--- config.mk ---
export PLATFORM = sky130hd
export DESIGN_NAME = decryption_controller
export DESIGN_NICKNAME = d
export VERILOG_FILES = /design/src/rtl/decryption_controller.sv
export SDC_FILE = /design/constraint.sdc
export NUM_CORES = 1
export LEC_CHECK = 0
export CORE_AREA = 2 2 206 208
export CTS_BUF_LIST = sky130_fd_sc_hd__clkbuf_4
export CTS_CLUSTER_SIZE = 10
export DETAILED_ROUTE_END_ITERATION = 12
export DIE_AREA = 0 0 208 210
export PLACE_DENSITY = 0.56
export SLEW_MARGIN = 0
export SYNTH_ARGS = -nofsm -noshare
export SYNTH_HDL_FRONTEND = slang
export SYNTH_SLANG_ARGS = --single-unit
--- constraint.sdc ---
create_clock -name i_clk -period 1.7 [get_ports i_clk]
set_input_delay 0.34 -clock i_clk [delete_from_list [all_inputs] [get_ports i_clk]]
set_output_delay 0.34 -clock i_clk [all_outputs]
set_load 0.01 [all_outputs]
--- src/rtl/decryption_controller.sv ---
// rtl/decryption_controller.sv - AES-128 inverse-cipher sequencing controller
//
// Captures a ciphertext, requests key expansion, then steps an external
// combinational inverse datapath through the initial AddRoundKey, nine full
// inverse rounds and the final round. The plaintext is presented with a
// one-cycle done pulse.
//
// Optional feature macro: DECRYPT_ABORT_EN (adds i_abort).
//
// Ports:
//   i_clk                    rising-edge clock
//   i_rst                    synchronous active-high reset
//   i_abort                  (DECRYPT_ABORT_EN only) drop the current operation
//   i_decrypt_enable         start request, sampled in IDLE only
//   i_cipher_in[127:0]       ciphertext, captured together with the start
//   i_key_ready              round-key schedule complete
//   i_round_result[127:0]    datapath output for the current enables
//   o_key_schedule_start     one-cycle key expansion request
//   o_round_key_index[3:0]   round key for AddRoundKey
//   o_inv_shift_rows_enable  InvShiftRows active
//   o_inv_sub_bytes_enable   InvSubBytes active
//   o_add_key_enable         AddRoundKey active
//   o_inv_mix_cols_enable    InvMixColumns active (after AddRoundKey)
//   o_state_out[127:0]       working state driven into the datapath
//   o_busy                   high in every state except IDLE
//   o_done                   one-cycle plaintext-valid pulse
//   o_key_error              one-cycle key_ready timeout pulse
//   o_plain_out[127:0]       last recovered plaintext

module decryption_controller #(
    parameter int NUM_ROUNDS  = 10,
    parameter int KEY_TIMEOUT = 64
) (
    input  logic         i_clk,
    input  logic         i_rst,
`ifdef DECRYPT_ABORT_EN
    input  logic         i_abort,
`endif
    input  logic         i_decrypt_enable,
    input  logic [127:0] i_cipher_in,
    input  logic         i_key_ready,
    input  logic [127:0] i_round_result,
    output logic         o_key_schedule_start,
    output logic [3:0]   o_round_key_index,
    output logic         o_inv_shift_rows_enable,
    output logic         o_inv_sub_bytes_enable,
    output logic         o_add_key_enable,
    output logic         o_inv_mix_cols_enable,
    output logic [127:0] o_state_out,
    output logic         o_busy,
    output logic         o_done,
    output logic         o_key_error,
    output logic [127:0] o_plain_out
);

    localparam int         TW        = (KEY_TIMEOUT > 1) ? $clog2(KEY_TIMEOUT) : 1;
    localparam logic [3:0] LP_ROUNDS = 4'(NUM_ROUNDS);
    localparam logic [TW-1:0] LP_TO_LAST = TW'(KEY_TIMEOUT - 1);

    typedef enum logic [2:0] {
        S_IDLE,
        S_KEY_REQ,
        S_KEY_WAIT,
        S_INIT_ADD,
        S_ROUND,
        S_FINAL,
        S_DONE
    } state_t;

    state_t          r_state;
    state_t          w_next_state;
    logic [127:0]    r_state_reg;
    logic [127:0]    r_plain;
    logic [3:0]      r_round;
    logic [TW-1:0]   r_timeout;
    logic            w_timeout_last;
    logic            w_abort;

    // Last permitted KEY_WAIT cycle. It is decoded from state and counter
    // alone so key_error never depends combinationally on key_ready; in
    // that cycle the timeout takes precedence over a late key_ready.
    assign w_timeout_last = (r_state == S_KEY_WAIT) && (r_timeout == LP_TO_LAST);

`ifdef DECRYPT_ABORT_EN
    assign w_abort = i_abort && (r_state != S_IDLE) && (r_state != S_DONE);
`else
    assign w_abort = 1'b0;
`endif

    always_ff @(posedge i_clk) begin
        if (i_rst) begin
            r_state <= S_IDLE;
        end else begin
            r_state <= w_next_state;
        end
    end

    always_comb begin
        w_next_state            = r_state;
        o_key_schedule_start    = 1'b0;
        o_round_key_index       = 4'd0;
        o_inv_shift_rows_enable = 1'b0;
        o_inv_sub_bytes_enable  = 1'b0;
        o_add_key_enable        = 1'b0;
        o_inv_mix_cols_enable   = 1'b0;
        o_done                  = 1'b0;
        o_key_error             = 1'b0;
        o_busy                  = (r_state != S_IDLE);
        case (r_state)
            S_IDLE: begin
                if (i_decrypt_enable) begin
                    w_next_state = S_KEY_REQ;
                end
            end
            S_KEY_REQ: begin
                o_key_schedule_start = 1'b1;
                w_next_state         = S_KEY_WAIT;
            end
            S_KEY_WAIT: begin
                if (w_timeout_last) begin
                    o_key_error  = 1'b1;
                    w_next_state = S_IDLE;
                end else if (i_key_ready) begin
                    w_next_state = S_INIT_ADD;
                end
            end
            S_INIT_ADD: begin
                o_add_key_enable  = 1'b1;
                o_round_key_index = LP_ROUNDS;
                w_next_state      = S_ROUND;
            end
            S_ROUND: begin
                o_inv_shift_rows_enable = 1'b1;
                o_inv_sub_bytes_enable  = 1'b1;
                o_add_key_enable        = 1'b1;
                o_inv_mix_cols_enable   = 1'b1;
                o_round_key_index       = r_round;
                if (r_round <= 4'd1) begin
                    w_next_state = S_FINAL;
                end
            end
            S_FINAL: begin
                o_inv_shift_rows_enable = 1'b1;
                o_inv_sub_bytes_enable  = 1'b1;
                o_add_key_enable        = 1'b1;
                w_next_state            = S_DONE;
            end
            S_DONE: begin
                o_done       = 1'b1;
                w_next_state = S_IDLE;
            end
            default: begin
                w_next_state = S_IDLE;
            end
        endcase
        if (w_abort) begin
            w_next_state = S_IDLE;
        end
    end

    always_ff @(posedge i_clk) begin
        if (i_rst) begin
            r_state_reg <= '0;
            r_plain     <= '0;
            r_round     <= 4'd0;
            r_timeout   <= '0;
        end else if (w_abort) begin
            r_state_reg <= '0;
        end else begin
            case (r_state)
                S_IDLE: begin
                    if (i_decrypt_enable) begin
                        r_state_reg <= i_cipher_in;
                        r_round     <= LP_ROUNDS;
                    end
                end
                S_KEY_REQ: begin
                    r_timeout <= '0;
                end
                S_KEY_WAIT: begin
                    if (!i_key_ready && !w_timeout_last) begin
                        r_timeout <= r_timeout + TW'(1);
                    end
                end
                S_INIT_ADD, S_ROUND: begin
                    r_state_reg <= i_round_result;
                    if (r_round != 4'd0) begin
                        r_round <= r_round - 4'd1;
                    end
                end
                S_FINAL: begin
                    r_plain <= i_round_result;
                end
                default: begin
                end
            endcase
        end
    end

    assign o_state_out = r_state_reg;
    assign o_plain_out = r_plain;

endmodule

After elaboration in Yosys (flattened, before gate mapping)
Index checks and enable logic that the tools add are counted.
{"block": "word_totals", "input_bits": 260, "memories": 0, "regBits": 269, "latchBits": 0, "mem_bits_ro": 0, "output_inout_bits": 268, "elab_cells": 56, "ramBits": 0}
{"block": "op_classes", "magnitude_cmp": 1, "n_bitwise": 0, "addsub": 2, "n_reduce_logical": 16, "muxes": 20, "eq_ne": 12, "div_mod_pow": 0, "multipliers": 0, "shifts": 0}
{"operator": "case mux 128 bit (2 select lines)", "n": 1}
{"operator": "two-way mux 128 bit", "n": 1}
{"operator": "case mux 3 bit (6 select lines)", "n": 1}
{"operator": "case mux 4 bit (2 select lines)", "n": 2}
{"operator": "two-way mux 3 bit", "n": 4}
{"operator": "case mux 6 bit (2 select lines)", "n": 1}
{"operator": "== test 3 bit (second input constant)", "n": 3}
{"operator": "two-way mux 4 bit", "n": 2}
{"operator": "two-way mux 1 bit", "n": 7}
{"operator": "adder 6 x 1 -> 6 bit (second input constant)", "n": 1}
{"operator": "== test 3 x 2 -> 1 bit (second input constant)", "n": 2}
{"operator": "== test 6 bit (second input constant)", "n": 1}
{"operator": "two-way mux 6 bit", "n": 1}
{"operator": "!= test 2 bit (second input constant)", "n": 3}
{"operator": "AND reduction 3 bit", "n": 2}
{"operator": "less-or-equal comparator 4 x 1 -> 1 bit (second input constant)", "n": 1}
{"operator": "AND reduction 2 bit", "n": 2}
{"operator": "nonzero test 2 bit", "n": 2}
{"operator": "nonzero test 4 bit", "n": 1}
{"operator": "OR reduction 2 bit", "n": 2}
{"operator": "subtractor 4 x 1 -> 4 bit (second input constant)", "n": 1}
{"operator": "== test 3 x 1 -> 1 bit (second input constant)", "n": 1}
{"operator": "logical NOT 3 bit", "n": 1}
{"operator": "!= test 3 bit (second input constant)", "n": 1}
{"operator": "5 further kinds", "n": 7}

Longest topological paths before layout
Gate-level depths: netlist (run 1).
{"block": "depth", "depth_word": 6, "depth_mapped": 7, "depth_no_buf": 6}

Least setup slack after synthesis (run 1)
Ideal clock, no wire load.
{"block": "synth_timing", "kind": "register -> register", "from": "reg r_timeout[0]", "to": "reg r_timeout[5]", "setup_slack_ns": -0.126, "required_time_ns": 1.630, "setup_ns": 0.070, "period_less_slack_ns": 1.826, "arrival_time_ns": 1.756, "stages_incl_launch_ff": 6, "n_path_buf": 0, "cell_sequence": "dfxtp_1 > ha_1 > and3_1 > a311o_1 > or4_1 > a21oi_1"}
{"block": "synth_via", "elab_chain_cells": 6, "word_cells_on_any_way": 9, "classes_between": "1 x add/sub; 2 x eq/ne; 2 x mux; 4 x reduce/logical"}
{"item": "from (decl)", "line_no": "75", "source": "logic [TW-1:0] r_timeout;"}
{"item": "from (signal assigned)", "line_no": "182", "source": "r_timeout <= r_timeout + TW'(1);"}
{"item": "parallel branches: the longest is 6 deep, another holds adder 6 x 1 -> 6 bit"}
Parallel ways; which one is timed is not known. The select of a mux whose other input is x is not followed.
A chain may end at the register's enable or synchronous reset.

Worst setup path after layout (run 1)
{"block": "layout_timing", "from": "reg r_state[1]", "to": "out o_key_error"}
{"block": "layout_via", "elab_chain_cells": 4}
{"item": "from (decl)", "line_no": "70", "source": "state_t r_state;"}
{"item": "from (signal assigned)", "line_no": "94", "source": "r_state <= w_next_state;"}
{"item": "== test 3 x 2 -> 1 bit (*)", "line_no": "82, 109"}
{"item": "logical AND 1 bit", "line_no": "82", "source": "assign w_timeout_last = (r_state == S_KEY_WAIT) && (r_timeout == LP_TO_LAST);"}
{"item": "two-way mux 1 bit", "line_no": "120", "source": "if (w_timeout_last) begin"}
{"item": "two-way mux 1 bit (*)", "line_no": "109", "source": "case (r_state)"}
{"item": "to (decl)", "line_no": "52", "source": "output logic o_key_error,"}
Every way passes the cells marked *; elsewhere a longest branch is shown, timed or not.

==> flow_summary.json, run 1 <==
{
  "power_density_nw_per_um2": 904,
  "crit_path_end_kind": "output pin",
  "netlist_instances": 1230,
  "drv_slew": 0,
  "r2r_end": "o_state_out[13]$_SDFFE_PP0P_",
  "row_count": 75,
  "yosys_warnings": 0,
  "cts_tree": "yes",
  "multiInputGateArea_sq_um": 5750,
  "grt_pass1_wl_microns": 70900,
  "placed_area_sq_um": 17400,
  "synth-async-reset-ratio": 0,
  "busiest_layer": "met2",
  "cap_violations": 0,
  "clk_latency_ns": 0.73,
  "syn-num-nets": 1494,
  "rsz0062_at_grt": "yes",
  "cpPeakStageDelay_ns": 0.41,
  "area_growth_pct": 83.0,
  "crit_end": "o_key_error",
  "clockBufferDepth": 3,
  "critical_path_arrival_ns": 1.77,
  "synth_top_area_share": 0.503,
  "gp_congestion": 0.841,
  "yosysUniqueCellTypes": 42,
  "dieArea_sq_um": 43700,
  "setup_ws_ns": -0.409,
  "yosys-top-cells-count": "dfxtp_1, nand2_1, nor2_1",
  "startpoint_type": "flip-flop",
  "fin_area_sq_um": 19600,
  "antenna_found_initial": 3,
  "initialDrtViolationCount": 569,
  "synth_edf_count": 0,
  "port_buffers": 527,
  "r2r_cells": 10,
  "synth-seq-area-share": 0.503,
  "vias_per_cell": 4.67,
  "synthesis.area_sq_um": 10700,
  "fin_skew_ns": 0.0369,
  "vias": 11700,
  "antenna_left": 0,
  "syn_area_per_cell_sq_um": 8.71,
  "synth.area.top_cells": "dfxtp_1, mux2i_1, nand2_1, a211oi_1, a21oi_1",
  "io-pin-count": 528,
  "grt_max_degree": 78,
  "die_w_microns": 208,
  "cts-root-buf": "clkbuf_4",
  "min_path_type": "input pin to flip-flop",
  "cts_num_sinks": 269,
  "fmaxAchievable_ghz": 0.474,
  "place_hpwl_microns": 32000,
  "path_cells": "or3b_4, nor2_4, buf_6",
  "tightest_slew_ns": 0.473,
  "violations": "negative setup slack",
  "coreArea_sq_um": 41500,
  "overflow": 0,
  "htreeDepth": 3,
  "wl_microns": 49600,
  "irDropWorstVdd_uv": 495,
  "yosys.area.top_type": "dfxtp_1",
  "reg2reg_slack_ns": -0.26,
  "r2r_start": "r_state[0]$_SDFFE_PP0P_",
  "hold_viol": 0,
  "grt_use_met2": 0.370,
  "ys_ff_latch": 269,
  "nets": 2183,
  "slew_headroom": 0.685,
  "crit_type": "flip-flop to output pin",
  "clk_pin_slew_worst_paths_ns": 0.07,
  "startpoint": "r_state[1]$_SDFFE_PP0P_",
  "wl_per_cell_microns": 19.7,
  "track_usage": 0.211,
  "leakage_nw": 8.56,
  "grt_pass1_vias": 11700,
  "grtUsageMet1": 0.247,
  "cts_inserted_buffers": 79,
  "layout-drive-gt1-share": 0.382,
  "fill_cells": 4031,
  "cpMaxStageDelayCell": "or3b_4",
  "fin_crit_ns": 2.11,
  "setup-tns-final_ns": -27.21,
  "drc": 0,
  "worstPathMaxFanout": 7,
  "firstDrtPassIters": 5,
  "outcome": "finished with violations",
  "initial_core_util": 0.258,
  "die_y_microns": 210,
  "fin_util": 0.473,
  "ys.flop_type": "dfxtp_1",
  "register_area_sq_um": 5440,
  "cp.required_ns": 1.36,
  "setup-violations-final": 147,
  "fin_crit_sh": 1.24,
  "yosys.cell_count.top_type": "dfxtp_1",
  "met3_usage": 0.0656
}
final cells by class:
type / instances / area share
Antenna cell: 3 / 0.000383
Clock buffer: 118 / 0.0452
Clock inverter: 20 / 0.00530
Inverter: 6 / 0.00115
Multi-Input combinational cell: 849 / 0.293
Sequential cell: 269 / 0.277
Tap cell: 539 / 0.0344
Timing Repair Buffer: 714 / 0.343
cells in the final DEF (no fill, tap or decap), types with 29 or more instances in the layout:
cell type | netlist | final
a211oi_1 | 129 | 87
buf_6 | 0 | 50
a21oi_1 | 135 | 124
mux2i_4 | 0 | 29
buf_4 | 11 | 70
mux2i_1 | 128 | 71
nor2_1 | 136 | 133
buf_12 | 0 | 41
a211oi_2 | 0 | 42
buf_2 | 11 | 248
dfxtp_2 | 0 | 31
dfxtp_1 | 269 | 235
clkbuf_4 | 0 | 118
nand2_1 | 265 | 257
clkdlybuf4s50_1 | 0 | 258
per-stage QoR:
stage	worst slack [ns]	std cells	total power [mW]	hold slack [ns]
global placement	-0.285	2308	10.9	0.441
finish	-0.409	2518	17.7	0.179
CTS	-0.524	2502	17.7	0.0687
global route	-0.550	2518	18.6	0.0994
floorplan	-0.0320	1230	8.61	0.461
detailed placement	-0.321	2308	10.9	0.445
repair_timing:
action,CTS,global route
setup endpoints to repair,413,250
setup buffers,38,17
resized for setup,1275,155
pin swaps,82,45
gates cloned,19,9
hold buffers,1,0
endpoints found under the hold margin,23,0
logic make-up after synthesis:
kind of cell | share of synthesized area
buffers and inverters | 0.0445
xor gates and xnor gates | 0.000818
muxes | 0.120
AOI/OAI and AO/OA | 0.165
adders and majority gates | 0.00467
DFF | 0.503
and+or+nand+nor | 0.163
how the worst min path moves through the flow:
| stage | end | cells after the start | slack [ns] | from |
|---|---|---|---|---|
| 2_1_floorplan | r_timeout[5]$_SDFFE_PP0P_ | 2 | 0.46 | r_timeout[5]$_SDFFE_PP0P_ |
| 6_report | o_plain_out[63]$_SDFFE_PP0P_ | 3 | 0.18 | i_round_result[63] |
| 3_5_place_dp | o_plain_out[116]$_SDFFE_PP0P_ | 2 | 0.45 | o_plain_out[116]$_SDFFE_PP0P_ |
| 4_1_cts | o_plain_out[32]$_SDFFE_PP0P_ | 3 | 0.07 | i_round_result[32] |
| 5_1_grt | o_plain_out[102]$_SDFFE_PP0P_ | 3 | 0.1 | i_round_result[102] |
| 3_3_place_gp | o_plain_out[4]$_SDFFE_PP0P_ | 2 | 0.44 | o_plain_out[4]$_SDFFE_PP0P_ |
worst max-delay path, delay by kind of cell, from the launching register on:
kind	cells	cell delay [ns]
buffers and inverters	1	0.12
flip-flops	1	0.40
AND/OR/NAND/NOR	2	0.51
per-layer routing:
metal  wire length, microns  share of wire  vias to the layer above
li1                       -              -                     5692
met1                  20100           0.41                     5585
met2                  25200           0.51                      397
met3                   3290          0.066                       71
met4                    948          0.019                        2
met5                     11        0.00022                        -
where the power goes:
part	internal (mW)	switching, mW
registers	6.77	0.269
clock network	3.31	2.89
logic	2.38	2.10
No activity file was read; power rests on OpenSTA's default activity.
==> run 2, diff against run 1 <==
--- a/config.mk
+++ b/config.mk
@@ -5,12 +5,12 @@
 export SDC_FILE = /design/constraint.sdc
 export NUM_CORES = 1
 export LEC_CHECK = 0
-export CORE_AREA = 2 2 206 208
+export CORE_AREA = 3 3 201 203
 export CTS_BUF_LIST = sky130_fd_sc_hd__clkbuf_4
 export CTS_CLUSTER_SIZE = 10
 export DETAILED_ROUTE_END_ITERATION = 12
-export DIE_AREA = 0 0 208 210
-export PLACE_DENSITY = 0.56
+export DIE_AREA = 0 0 204 206
+export PLACE_DENSITY = 0.58
 export SLEW_MARGIN = 0
 export SYNTH_ARGS = -nofsm -noshare
 export SYNTH_HDL_FRONTEND = slang
==> run 2 against run 1 <==
The run still ends with negative setup slack left; clock skew is essentially flat; routed wire length is essentially flat; die area shrank 3.8%; largest power group unchanged.
==> flow_summary.json, run 2 (synthesis results as in run 1) <==
{
  "outcome": "finished with violations",
  "violations": "negative setup slack",
  "wl_microns": 49600,
  "grt_pass1_wl_microns": 65700,
  "initialDrtViolationCount": 483,
  "row_count": 72,
  "startpoint_type": "flip-flop",
  "die_y_microns": 206,
  "cts-root-buf": "clkbuf_4",
  "critical_path_arrival_ns": 1.82,
  "setup_ws_ns": -0.463,
  "slew_headroom": 0.664,
  "antenna_found_initial": 2,
  "nets": 2202,
  "clk_latency_ns": 0.76,
  "register_area_sq_um": 5460,
  "overflow": 0,
  "cts_inserted_buffers": 79,
  "rsz0062_at_grt": "yes",
  "area_growth_pct": 89.9,
  "wl_per_cell_microns": 19.7,
  "fin_crit_ns": 2.16,
  "firstDrtPassIters": 5,
  "fin_crit_sh": 1.27,
  "drv_slew": 0,
  "drc": 0,
  "die_w_microns": 204,
  "leakage_nw": 8.70,
  "setup-violations-final": 146,
  "htreeDepth": 3,
  "port_buffers": 527,
  "coreArea_sq_um": 38600,
  "dp_worst_setup_slack_ns": -0.408,
  "fin_util": 0.526,
  "crit_path_end_kind": "output pin",
  "fill_cells": 3504,
  "multiInputGateArea_sq_um": 6260,
  "cts_num_sinks": 269,
  "clockBufferDepth": 3,
  "final_common_cell": "nand2_1",
  "fmaxAchievable_ghz": 0.462,
  "power_mw": 18.6,
  "tightest_slew_ns": 0.504,
  "cts_tree": "yes",
  "track_usage": 0.200,
  "power_density_nw_per_um2": 914,
  "place_hpwl_microns": 32300,
  "layout-drive-gt1-share": 0.455,
  "cap_violations": 0,
  "vias": 12000,
  "gp_congestion": 0.833,
  "min_path_type": "input pin to flip-flop",
  "fin_skew_ns": 0.0366,
  "vias_per_cell": 4.78,
  "antenna_left": 0,
  "grt_max_degree": 85,
  "hold_viol": 0,
  "irDropWorstVdd_uv": 553,
  "initial_core_util": 0.277,
  "crit_type": "flip-flop to output pin",
  "placed_area_sq_um": 17300,
  "final_cell_mix": "nand2_1, clkdlybuf4s50_1, buf_2",
  "worstPathMaxFanout": 4,
  "io-pin-count": 528,
  "clk_pin_slew_worst_paths_ns": 0.07,
  "grt_pass1_vias": 11400,
  "fin_area_sq_um": 20300,
  "cp.required_ns": 1.36,
  "dieArea_sq_um": 42000
}
==> run 2: changes by cell type in the layout (fill, tap and decap cells not counted), sizes merged <==
cell / delta
clkbuf: +10
buf: +7
clkinvlp: +4
clkinv: +3
bufbuf: -1
clkdlybuf4s15: -1
diode: +1
inv: -1
==> run 2: final cells by class <==
| class | count | share of cell area |
|---|---|---|
| clock inverters | 26 | 0.00732 |
| repair buffers | 733 | 0.341 |
| well taps | 518 | 0.0319 |
| inverters | 6 | 0.00111 |
| flip-flops and latches | 269 | 0.268 |
| clock buffers | 114 | 0.0421 |
| diodes | 4 | 0.000492 |
| multi-input cells | 849 | 0.308 |
==> run 2: path summary, 6_finish.rpt <==
path / startpoint / endpoint / slack [ns] / cells past startpoint
setup / recovery: r_state[2]$_SDFFE_PP0P_ / o_round_key_index[1] / -0.46 / 6
hold / removal: i_round_result[73] / o_plain_out[73]$_SDFFE_PP0P_ / 0.16 / 3
setup reg to reg: r_state[2]$_SDFFE_PP0P_ / o_state_out[52]$_SDFFE_PP0P_ / -0.32 / 12
hold reg to reg: o_plain_out[62]$_SDFFE_PP0P_ / o_plain_out[62]$_SDFFE_PP0P_ / 0.45 / 2
==> run 2: layer usage <==
layer  wire length [microns]  GRT usage  vias to the layer above
met5                       0          0                        -
met4                    1150     0.0641                        0
met2                   25300      0.354                      430
met1                   19500      0.227                     5803
li1                        -          -                     5728
met3                    3710     0.0707                       76
==> run 2: per-stage QoR <==
stage          hold slack [ns]  TNS (ns)  instances
3_5_place_dp             0.446    -43.93       2274
6_report                 0.157    -32.67       2519
4_1_cts                 0.0463    -26.07       2444
2_1_floorplan            0.461     -1.62       1230
3_3_place_gp             0.442    -42.08       2274
5_1_grt                 0.0724    -44.37       2519
==> run 2: repair_timing <==
item / in CTS / in global routing
endpoints found under the hold margin: 19 / 0
pin swaps: 71 / 131
gates cloned: 5 / 27
setup endpoints to repair: 402 / 210
buffers inserted: 25 / 53
hold buffers: 1 / 0
resized for setup: 1218 / 379
==> run 2: worst max-delay path, stage by stage (launching register included) <==
cell	delay, ns
dfxtp_4	0.37
nor3b_4	0.26
buf_4	0.16
buf_6	0.09
nand2_2	0.04
nand2_2	0.06
buf_6	0.10
==> run 2: power breakdown <==
part	switching (mW)	internal, mW
Clock	2.97	3.25
Combinational	2.40	2.89
Sequential	0.307	6.79
